File: src/rtl/eth_arb_pkg.sv
// Shared types and counter widths for the Ethernet TX frame arbiter.
package eth_arb_pkg;

   typedef enum logic [1:0] {
      IDLE  = 2'd0,
      PASS  = 2'd1,
      ABORT = 2'd2
   } arb_state_t;

   localparam int FRAME_CNT_W = 32;
   localparam int ABORT_CNT_W = 16;

endpackage

File: src/rtl/rr_priority_select.sv
// Combinational round-robin pick: first requester after last_grant, wrapping.
module rr_priority_select #(
   parameter int NUM_PORTS = 4,
   parameter int IDX_W     = $clog2(NUM_PORTS)
) (
   input  logic [NUM_PORTS-1:0] request,
   input  logic [IDX_W-1:0]     last_grant,
   output logic [NUM_PORTS-1:0] grant
);

   logic             found;
   logic [IDX_W-1:0] idx;

   always_comb begin
      grant = '0;
      found = 1'b0;
      idx   = '0;
      // Offset 1 first, offset NUM_PORTS (last_grant itself) last.
      for (int i = 1; i <= NUM_PORTS; i++) begin
         idx = IDX_W'((int'(last_grant) + i) % NUM_PORTS);
         if (!found && request[idx]) begin
            grant[idx] = 1'b1;
            found      = 1'b1;
         end
      end
   end

endmodule

File: src/rtl/eth_tx_frame_arbiter.sv
// Frame-granular round-robin arbiter of AXI-Stream requesters onto the MAC TX stream,
// with mid-frame idle timeout that emits an error-tagged abort beat and drains the source.
module eth_tx_frame_arbiter
   import eth_arb_pkg::*;
#(
   parameter int NUM_PORTS      = 4,
   parameter int DATA_WIDTH     = 8,
   parameter int TIMEOUT_CYCLES = 1024
) (
   input  logic                            clk,
   input  logic                            reset_n,
   input  logic [NUM_PORTS*DATA_WIDTH-1:0] s_tdata,
   input  logic [NUM_PORTS-1:0]            s_tvalid,
   output logic [NUM_PORTS-1:0]            s_tready,
   input  logic [NUM_PORTS-1:0]            s_tlast,
   input  logic [NUM_PORTS-1:0]            s_tuser,
   output logic [DATA_WIDTH-1:0]           m_tdata,
   output logic                            m_tvalid,
   input  logic                            m_tready,
   output logic                            m_tlast,
   output logic                            m_tuser,
   input  logic [NUM_PORTS-1:0]            port_enable,
   output logic [NUM_PORTS-1:0]            grant,
   output logic [FRAME_CNT_W-1:0]          frame_count,
   output logic [ABORT_CNT_W-1:0]          abort_count,
   output logic [1:0]                      dbg_state
);

   localparam int IDX_W = $clog2(NUM_PORTS);
   localparam int CNT_W = (TIMEOUT_CYCLES > 0) ? $clog2(TIMEOUT_CYCLES + 1) : 1;

   arb_state_t             state_q, state_d;
   logic [NUM_PORTS-1:0]   grant_q, grant_d;
   logic [IDX_W-1:0]       gidx_q, gidx_d;
   logic [IDX_W-1:0]       last_grant_q, last_grant_d;
   logic [NUM_PORTS-1:0]   drain_q, drain_d;
   logic [CNT_W-1:0]       idle_cnt_q, idle_cnt_d;
   logic [FRAME_CNT_W-1:0] frame_cnt_q, frame_cnt_d;
   logic [ABORT_CNT_W-1:0] abort_cnt_q, abort_cnt_d;

   logic [NUM_PORTS-1:0]   request;
   logic [NUM_PORTS-1:0]   rr_sel;
   logic [IDX_W-1:0]       sel_idx;

   assign request = s_tvalid & port_enable & ~drain_q;

   rr_priority_select #(
      .NUM_PORTS (NUM_PORTS),
      .IDX_W     (IDX_W)
   ) u_rr (
      .request    (request),
      .last_grant (last_grant_q),
      .grant      (rr_sel)
   );

   always_comb begin
      sel_idx = '0;
      for (int i = 0; i < NUM_PORTS; i++) begin
         if (rr_sel[i]) sel_idx = IDX_W'(i);
      end
   end

   always_comb begin
      state_d      = state_q;
      grant_d      = grant_q;
      gidx_d       = gidx_q;
      last_grant_d = last_grant_q;
      idle_cnt_d   = idle_cnt_q;
      frame_cnt_d  = frame_cnt_q;
      abort_cnt_d  = abort_cnt_q;
      // Draining ports swallow beats regardless of FSM state until their tlast.
      drain_d      = drain_q & ~(s_tvalid & s_tlast);
      s_tready     = drain_q;
      m_tvalid     = 1'b0;
      m_tdata      = '0;
      m_tlast      = 1'b0;
      m_tuser      = 1'b0;

      case (state_q)
         IDLE: begin
            idle_cnt_d = '0;
            if (|request) begin
               grant_d = rr_sel;
               gidx_d  = sel_idx;
               state_d = PASS;
            end
         end

         PASS: begin
            m_tdata          = s_tdata[gidx_q*DATA_WIDTH +: DATA_WIDTH];
            m_tvalid         = s_tvalid[gidx_q];
            m_tlast          = s_tlast[gidx_q];
            m_tuser          = s_tuser[gidx_q];
            s_tready[gidx_q] = m_tready;
            if (m_tvalid && m_tready && m_tlast) begin
               frame_cnt_d  = frame_cnt_q + FRAME_CNT_W'(1);
               last_grant_d = gidx_q;
               grant_d      = '0;
               idle_cnt_d   = '0;
               state_d      = IDLE;
            end else if (TIMEOUT_CYCLES > 0) begin
               if (s_tvalid[gidx_q]) begin
                  idle_cnt_d = '0;
               end else if (idle_cnt_q == CNT_W'(TIMEOUT_CYCLES - 1)) begin
                  idle_cnt_d = '0;
                  state_d    = ABORT;
               end else begin
                  idle_cnt_d = idle_cnt_q + CNT_W'(1);
               end
            end
         end

         ABORT: begin
            m_tvalid = 1'b1;
            m_tlast  = 1'b1;
            m_tuser  = 1'b1;
            if (m_tready) begin
               drain_d[gidx_q] = 1'b1;
               if (abort_cnt_q != {ABORT_CNT_W{1'b1}}) begin
                  abort_cnt_d = abort_cnt_q + ABORT_CNT_W'(1);
               end
               last_grant_d = gidx_q;
               grant_d      = '0;
               state_d      = IDLE;
            end
         end

         default: begin
            grant_d = '0;
            state_d = IDLE;
         end
      endcase
   end

   always_ff @(posedge clk or negedge reset_n) begin
      if (!reset_n) begin
         state_q      <= IDLE;
         grant_q      <= '0;
         gidx_q       <= '0;
         last_grant_q <= IDX_W'(NUM_PORTS - 1);
         drain_q      <= '0;
         idle_cnt_q   <= '0;
         frame_cnt_q  <= '0;
         abort_cnt_q  <= '0;
      end else begin
         state_q      <= state_d;
         grant_q      <= grant_d;
         gidx_q       <= gidx_d;
         last_grant_q <= last_grant_d;
         drain_q      <= drain_d;
         idle_cnt_q   <= idle_cnt_d;
         frame_cnt_q  <= frame_cnt_d;
         abort_cnt_q  <= abort_cnt_d;
      end
   end

   assign grant       = grant_q;
   assign frame_count = frame_cnt_q;
   assign abort_count = abort_cnt_q;
   assign dbg_state   = state_q;

endmodule

File: config.mk
export PLATFORM = sky130hd
export DESIGN_NAME = eth_tx_frame_arbiter
export DESIGN_NICKNAME = d
export VERILOG_FILES = /design/src/rtl/eth_arb_pkg.sv /design/src/rtl/rr_priority_select.sv /design/src/rtl/eth_tx_frame_arbiter.sv
export SDC_FILE = /design/constraint.sdc
export NUM_CORES = 1
export LEC_CHECK = 0
export BUFFER_PORTS_ARGS = -buffer_cell sky130_fd_sc_hd__buf_2
export CAP_MARGIN = 20
export CORE_ASPECT_RATIO = 1.2
export CORE_MARGIN = 2
export CORE_UTILIZATION = 53
export CTS_CLUSTER_DIAMETER = 50
export DETAILED_ROUTE_END_ITERATION = 10
export GPL_TIMING_DRIVEN = 1
export PLACE_DENSITY = 0.81
export SLEW_MARGIN = 10
export SYNTH_ARGS = -nofsm -noshare
export SYNTH_HDL_FRONTEND = slang
export SYNTH_HIERARCHICAL = 1
export SYNTH_SLANG_ARGS = --single-unit
export TNS_END_PERCENT = 5
File: constraint.sdc
create_clock -name clk -period 3.01 [get_ports clk]
set_input_delay 0.7525 -clock clk [delete_from_list [all_inputs] [get_ports clk]]
set_output_delay 0.7525 -clock clk [all_outputs]
set_load 0.05 [all_outputs]
======== After elaboration in Yosys (flattened, before gate mapping) ========
Index checks and enable logic that the tools add are counted.
operators by class
  reduce and logical (&&, ||, !) cells .... 23
  muxes and demuxes ....................... 59
  bitwise logic cells ..................... 10
  $lt $le $gt $ge ......................... 10
  $add $sub $neg .......................... 7
  shifts and indexed selects .............. 1
  equal/unequal tests ..................... 9
operator list
  kind                                                                                  count
  4-bit 2-to-1 mux                                                                      10
  11-bit 2-to-1 mux                                                                     3
  32-bit by 1-bit adder with 32-bit output (second input constant)                      1
  32-bit by 6-bit indexed part select with 8-bit output                                 1
  11-bit one-hot mux with 2 select lines                                                1
  2-bit 2-to-1 mux                                                                      9
  16-bit by 1-bit adder with 16-bit output (second input constant)                      1
  4-bit AND                                                                             4
  1-bit 2-to-1 mux                                                                      16
  16-bit != test (second input constant)                                                1
  4-bit OR                                                                              4
  2-bit by 3-bit < comparator with 1-bit output (second input constant)                 5
  1-bit binary-select mux with 2-bit select                                             7
  4-bit one-hot mux with 3 select lines                                                 1
  11-bit by 1-bit adder with 11-bit output (second input constant)                      1
  11-bit by 10-bit equality test with 1-bit output (second input constant)              1
  1-bit demux with 2-bit select                                                         5
  2-bit by 1-bit greater-or-equal comparator with 1-bit output (second input constant)  5
  1-bit logical AND                                                                     10
  3-bit AND reduction                                                                   3
  8-bit 2-to-1 mux                                                                      1
  4-bit inverter                                                                        2
  2-bit != test (second input constant)                                                 3
  3-bit != test (second input constant)                                                 2
  14 further kinds                                                                      22
word-level totals
  input bits .............................. 51
  register bits after elaboration ......... 73
  logic and storage cells ................. 127

======== Depth between registers and ports, before layout ========
  word-level depth ........................ 17
  gate-level depth with buffers ........... 10
  gate-level depth less buffers ........... 9

======== By module ========
Netlist, hierarchy kept.
modules (own cells, without submodules)
  module                area an instance (um^2)  sequential area each (um^2)  cells an instance  instances
  eth_tx_frame_arbiter  3931.3                   1829.3                       376                1
  rr_priority_select    357.8                    0.0                          38                 1

======== Worst setup path after synthesis ========
No wires, ideal clock.
  kind .................................... register to output
  start ................................... reg state_q[1], in the netlist dbg_state[1]
  end ..................................... out s_tready[2]
  cell stages (with the launch flop) ...... 6
  setup slack ............................. -0.223 ns
  buffers on the path ..................... 0
  arrival ................................. 2.481 ns
  path through ............................ dfrtp_1 -> inv_1 -> ha_1 -> nand2b_1 -> or2_2 -> o21ai_0
between the ends
  cells in the longest elaborated chain, start to end .. 2
ends and longest elaborated chain
  item                                            line                         source
  from (decl)                                     eth_tx_frame_arbiter.sv:32   arb_state_t state_q, state_d;
  from (signal assigned)                          eth_tx_frame_arbiter.sv:146  state_q <= state_d;
  2-bit by 1-bit equality test with 1-bit output  eth_tx_frame_arbiter.sv:79   case (state_q)
  4-bit 2-to-1 mux                                eth_tx_frame_arbiter.sv:79
  to (decl)                                       eth_tx_frame_arbiter.sv:14   output logic [NUM_PORTS-1:0] s_tready,
No other way between the ends.

======== Worst setup path in the final report ========
  start ................................... reg gidx_q[0]
  end ..................................... out m_tuser
between the ends
  cells in the longest elaborated chain, start to end .. 3
ends and longest elaborated chain
  item                                       line                         source
  from (decl)                                eth_tx_frame_arbiter.sv:34   logic [IDX_W-1:0] gidx_q, gidx_d;
  from (signal assigned)                     eth_tx_frame_arbiter.sv:148  gidx_q <= gidx_d;
  1-bit binary-select mux with 2-bit select  eth_tx_frame_arbiter.sv:93   m_tuser = s_tuser[gidx_q];
  1-bit 2-to-1 mux (not written as such)     eth_tx_frame_arbiter.sv:93
  1-bit one-hot mux with 2 select lines      eth_tx_frame_arbiter.sv:79
  to (decl)                                  eth_tx_frame_arbiter.sv:21   output logic m_tuser,
No other way between the ends. The select of a mux whose other input is x is not followed.

==> flow_summary_export.csv <==
group,metric,value,unit
timing,period_minus_slack,2850,ps
final_layout,drive_gt1_frac,0.317,
yosys,synth_flop_cell,"dfrtp_1",
final_layout,finalNetCount,605,
final_layout,antennaDiodeCount,0,
placed_design,hpwl,7.80,mm
timing,worst_pin_slew,890,ps
timing,setup_violations,0,
timing,drv_slew,0,
yosys,synth_area_leaders,"dfrtp_1, mux4_2, xor2_1, xnor2_1, ha_1",
critical_path,path_class,"flip-flop to output pin",
worst_hold_path,hp-class,"input port to asynchronous set/reset pin",
global_routing,grt_max_degree,31,
yosys,yosysWarnings,6,
yosys,synth_edf_count,0,
timing,maxSlewHeadroom,0.391,
timing,finalSetupTns,0,ps
outcome,status,"finished clean",
critical_path,r2r_slack,240,ps
timing,skew,10.4,ps
clock_network,root_buffer,"clkbuf_8",
floorplanning,start_util,0.553,
placed_design,place.gp.congestion,0.857,
timing,max_freq,0.351,GHz
power_and_ir_drop,ir_drop,0.548,mV
drt,drt_pass1_iterations,4,
critical_path,end_kind,"output pin",
floorplanning,num_rows,35,
timing,finalHoldViolCount,0,
yosys,synth_seq_area_share,0.426,
drt,ant_nets,0,
floorplanning,ios,120,
clock_network,hold_buffers,0,
yosys,yosysMostFrequentCell,"dfrtp_1",
floorplanning,coreArea,0.00775,mm^2
critical_path,cp-start-kind,"flip-flop",
yosys,syn_inst,414,
yosys,syn_avg_cell_area,10.4,um^2
clock_network,clock_path_buffers,2,
critical_path,worstReg2RegEnd,"gidx_q[0]",
final_layout,syn_to_final_growth,20.7,%
floorplanning,die_area,0.00883,mm^2
global_routing,grt_pass1_vias,3670,
critical_path,r2r-start,"last_grant_q[0]",
yosys,yosys-top-cells-count,"dfrtp_1, nand2_1, nand3_1",
global_routing,grt_usage,0.238,
clock_network,htree_num_levels,3,
yosys,synth_nets,479,
drt,drtIter0Drc,148,
global_routing,antenna_found_initial,0,
timing,worst_slack,161,ps
clock_network,numCtsBuffers,9,
critical_path,crit_fanout,14,
clock_network,path_clk_slew,90,ps
floorplanning,die_y,103,um
critical_path,r2r_cells,9,
critical_path,critPathArrivalTime,2100,ps
floorplanning,die_x,86.1,um
drt,num_vias,3644,
global_routing,overflow,0,
clock_network,clock-sinks,73,
drt,post_drt_wl_per_cell,15.5,um
global_routing,grt_pass1_wl,16.8,mm
drt,wl,9.88,mm
critical_path,crit_required,2260,ps
timing,period_share,0.946,
yosys,syn-cell-area,0.00429,mm^2
yosys,ys_async_sr_fraction,1.00,
timing,rsz0062_at_grt,"false",
placed_design,pre_cts_ws,240,ps
placed_design,port_buffers,119,
clock_network,clkLatencyLatePin,350,ps
yosys,synth_cell_types,48,
yosys,synth_seq_cells,73,
power_and_ir_drop,p_leak,2.64,nW
drt,drc_errors,0,
yosys,synth_largest_area_cell,"dfrtp_1",
yosys,synth_top_area_frac,0.414,
drt,via_per_inst,5.72,
clock_network,cts_tree,"yes",
power_and_ir_drop,powerDensity,766,mW/mm^2
job,cap_viol_max_count,0,
-- area by class of cell --
class                           count  area [um^2]
Sequential cell                    73         1830
Fill cell                         600         2570
Tap cell                           92          115
Clock buffer                        9          124
Multi-Input combinational cell    304         2290
Timing Repair Buffer              128          667
Clock inverter                      7         61.3
Inverter                           24         90.1
-- power breakdown --
group | internal, W | total, W | switching (W)
Clock | 0.000315 | 0.000724 | 0.000409
Sequential | 0.00110 | 0.00129 | 0.000192
Combinational | 0.000725 | 0.00195 | 0.00123
-- timing repair --
| item | 4_1_cts | 5_1_grt |
|---|---|---|
| endpoints found under the setup margin | 0 | 3 |
| buffers inserted | 0 | 0 |
| gates resized for setup | 0 | 3 |
-- layout by cell type (no fill, tap or decap), types with 4 or more instances in the layout --
master / synthesis / final
buf_2: 3 / 119
dfrtp_1: 71 / 70
nand2_1: 38 / 38
nand3_1: 26 / 26
nor2_1: 25 / 25
xor2_1: 25 / 25
inv_1: 24 / 24
xnor2_1: 21 / 21
a21oi_1: 16 / 16
mux4_2: 13 / 13
ha_1: 14 / 13
nand4_1: 12 / 12
nor3_1: 12 / 12
and2_1: 10 / 10
clkbuf_8: 0 / 9
mux2i_1: 8 / 8
buf_4: 0 / 8
o21ai_0: 7 / 6
a31oi_1: 6 / 6
and3_1: 6 / 6
a22o_1: 5 / 5
o31ai_1: 5 / 5
and4_1: 5 / 5
nor3b_1: 5 / 5
o211ai_1: 5 / 5
nor2b_1: 4 / 4
and3b_1: 4 / 4
nor4_1: 4 / 4
mux2_2: 4 / 4
-- cell families after synthesis --
kind of cell    share of synthesized area
compound gates                     0.0837
simple gates                        0.205
buf+inv                            0.0403
mux                                 0.110
fa+ha+maj                          0.0408
flops                               0.426
xor+xnor                           0.0939
-- critical path, stage by stage (launching register included) --
cell and delay [ps]:
dfrtp_1 520, buf_6 240, mux4_2 530, a21oi_1 160, nor2b_1 80, buf_2 210
-- per-layer routing --
| metal | wire [um] | up-vias | track usage |
|---|---|---|---|
| met5 | 0 | - | 0 |
| met4 | 113 | 0 | 0.0684 |
| met3 | 524 | 10 | 0.0424 |
| met2 | 5100 | 134 | 0.429 |
| met1 | 4140 | 1766 | 0.293 |
| li1 | - | 1734 | - |
-- through the flow --
stage / cells / hold slack, ps / cell area, um^2 / power, W / utilization
4_1_cts: 637 / 452 / 5170 / 0.00397 / 0.667
3_5_place_dp: 621 / 465 / 4980 / 0.00325 / 0.643
3_3_place_gp: 621 / 451 / 4980 / 0.00319 / 0.643
5_1_grt: 637 / 473 / 5180 / 0.00420 / 0.668
6_report: 637 / 437 / 5180 / 0.00397 / 0.668
2_1_floorplan: 414 / 451 / 4290 / 0.00283 / -
-- worst max-delay path by stage --
stage | end | slack [ps] | start | cells past startpoint
5_1_grt | m_tuser | 50 | gidx_q[0] | 5
3_5_place_dp | gidx_q[0] | 240 | s_tvalid[2] | 9
2_1_floorplan | s_tready[3] | -180 | dbg_state[1] | 5
4_1_cts | m_tlast | 70 | gidx_q[1] | 4
6_report | m_tuser | 160 | gidx_q[0] | 5
3_3_place_gp | gidx_q[0] | 350 | s_tvalid[2] | 9
-- registers in the layout, indices dropped and copies added, names as in the netlist --
| name | cells |
|---|---|
| drain_q | 4 |
| abort_count | 16 |
| idle_cnt_q | 11 |
| grant | 4 |
| dbg_state | 2 |
| frame_count | 32 |
| last_grant_q | 2 |
| gidx_q | 2 |
(Power assumes the default switching activity.)
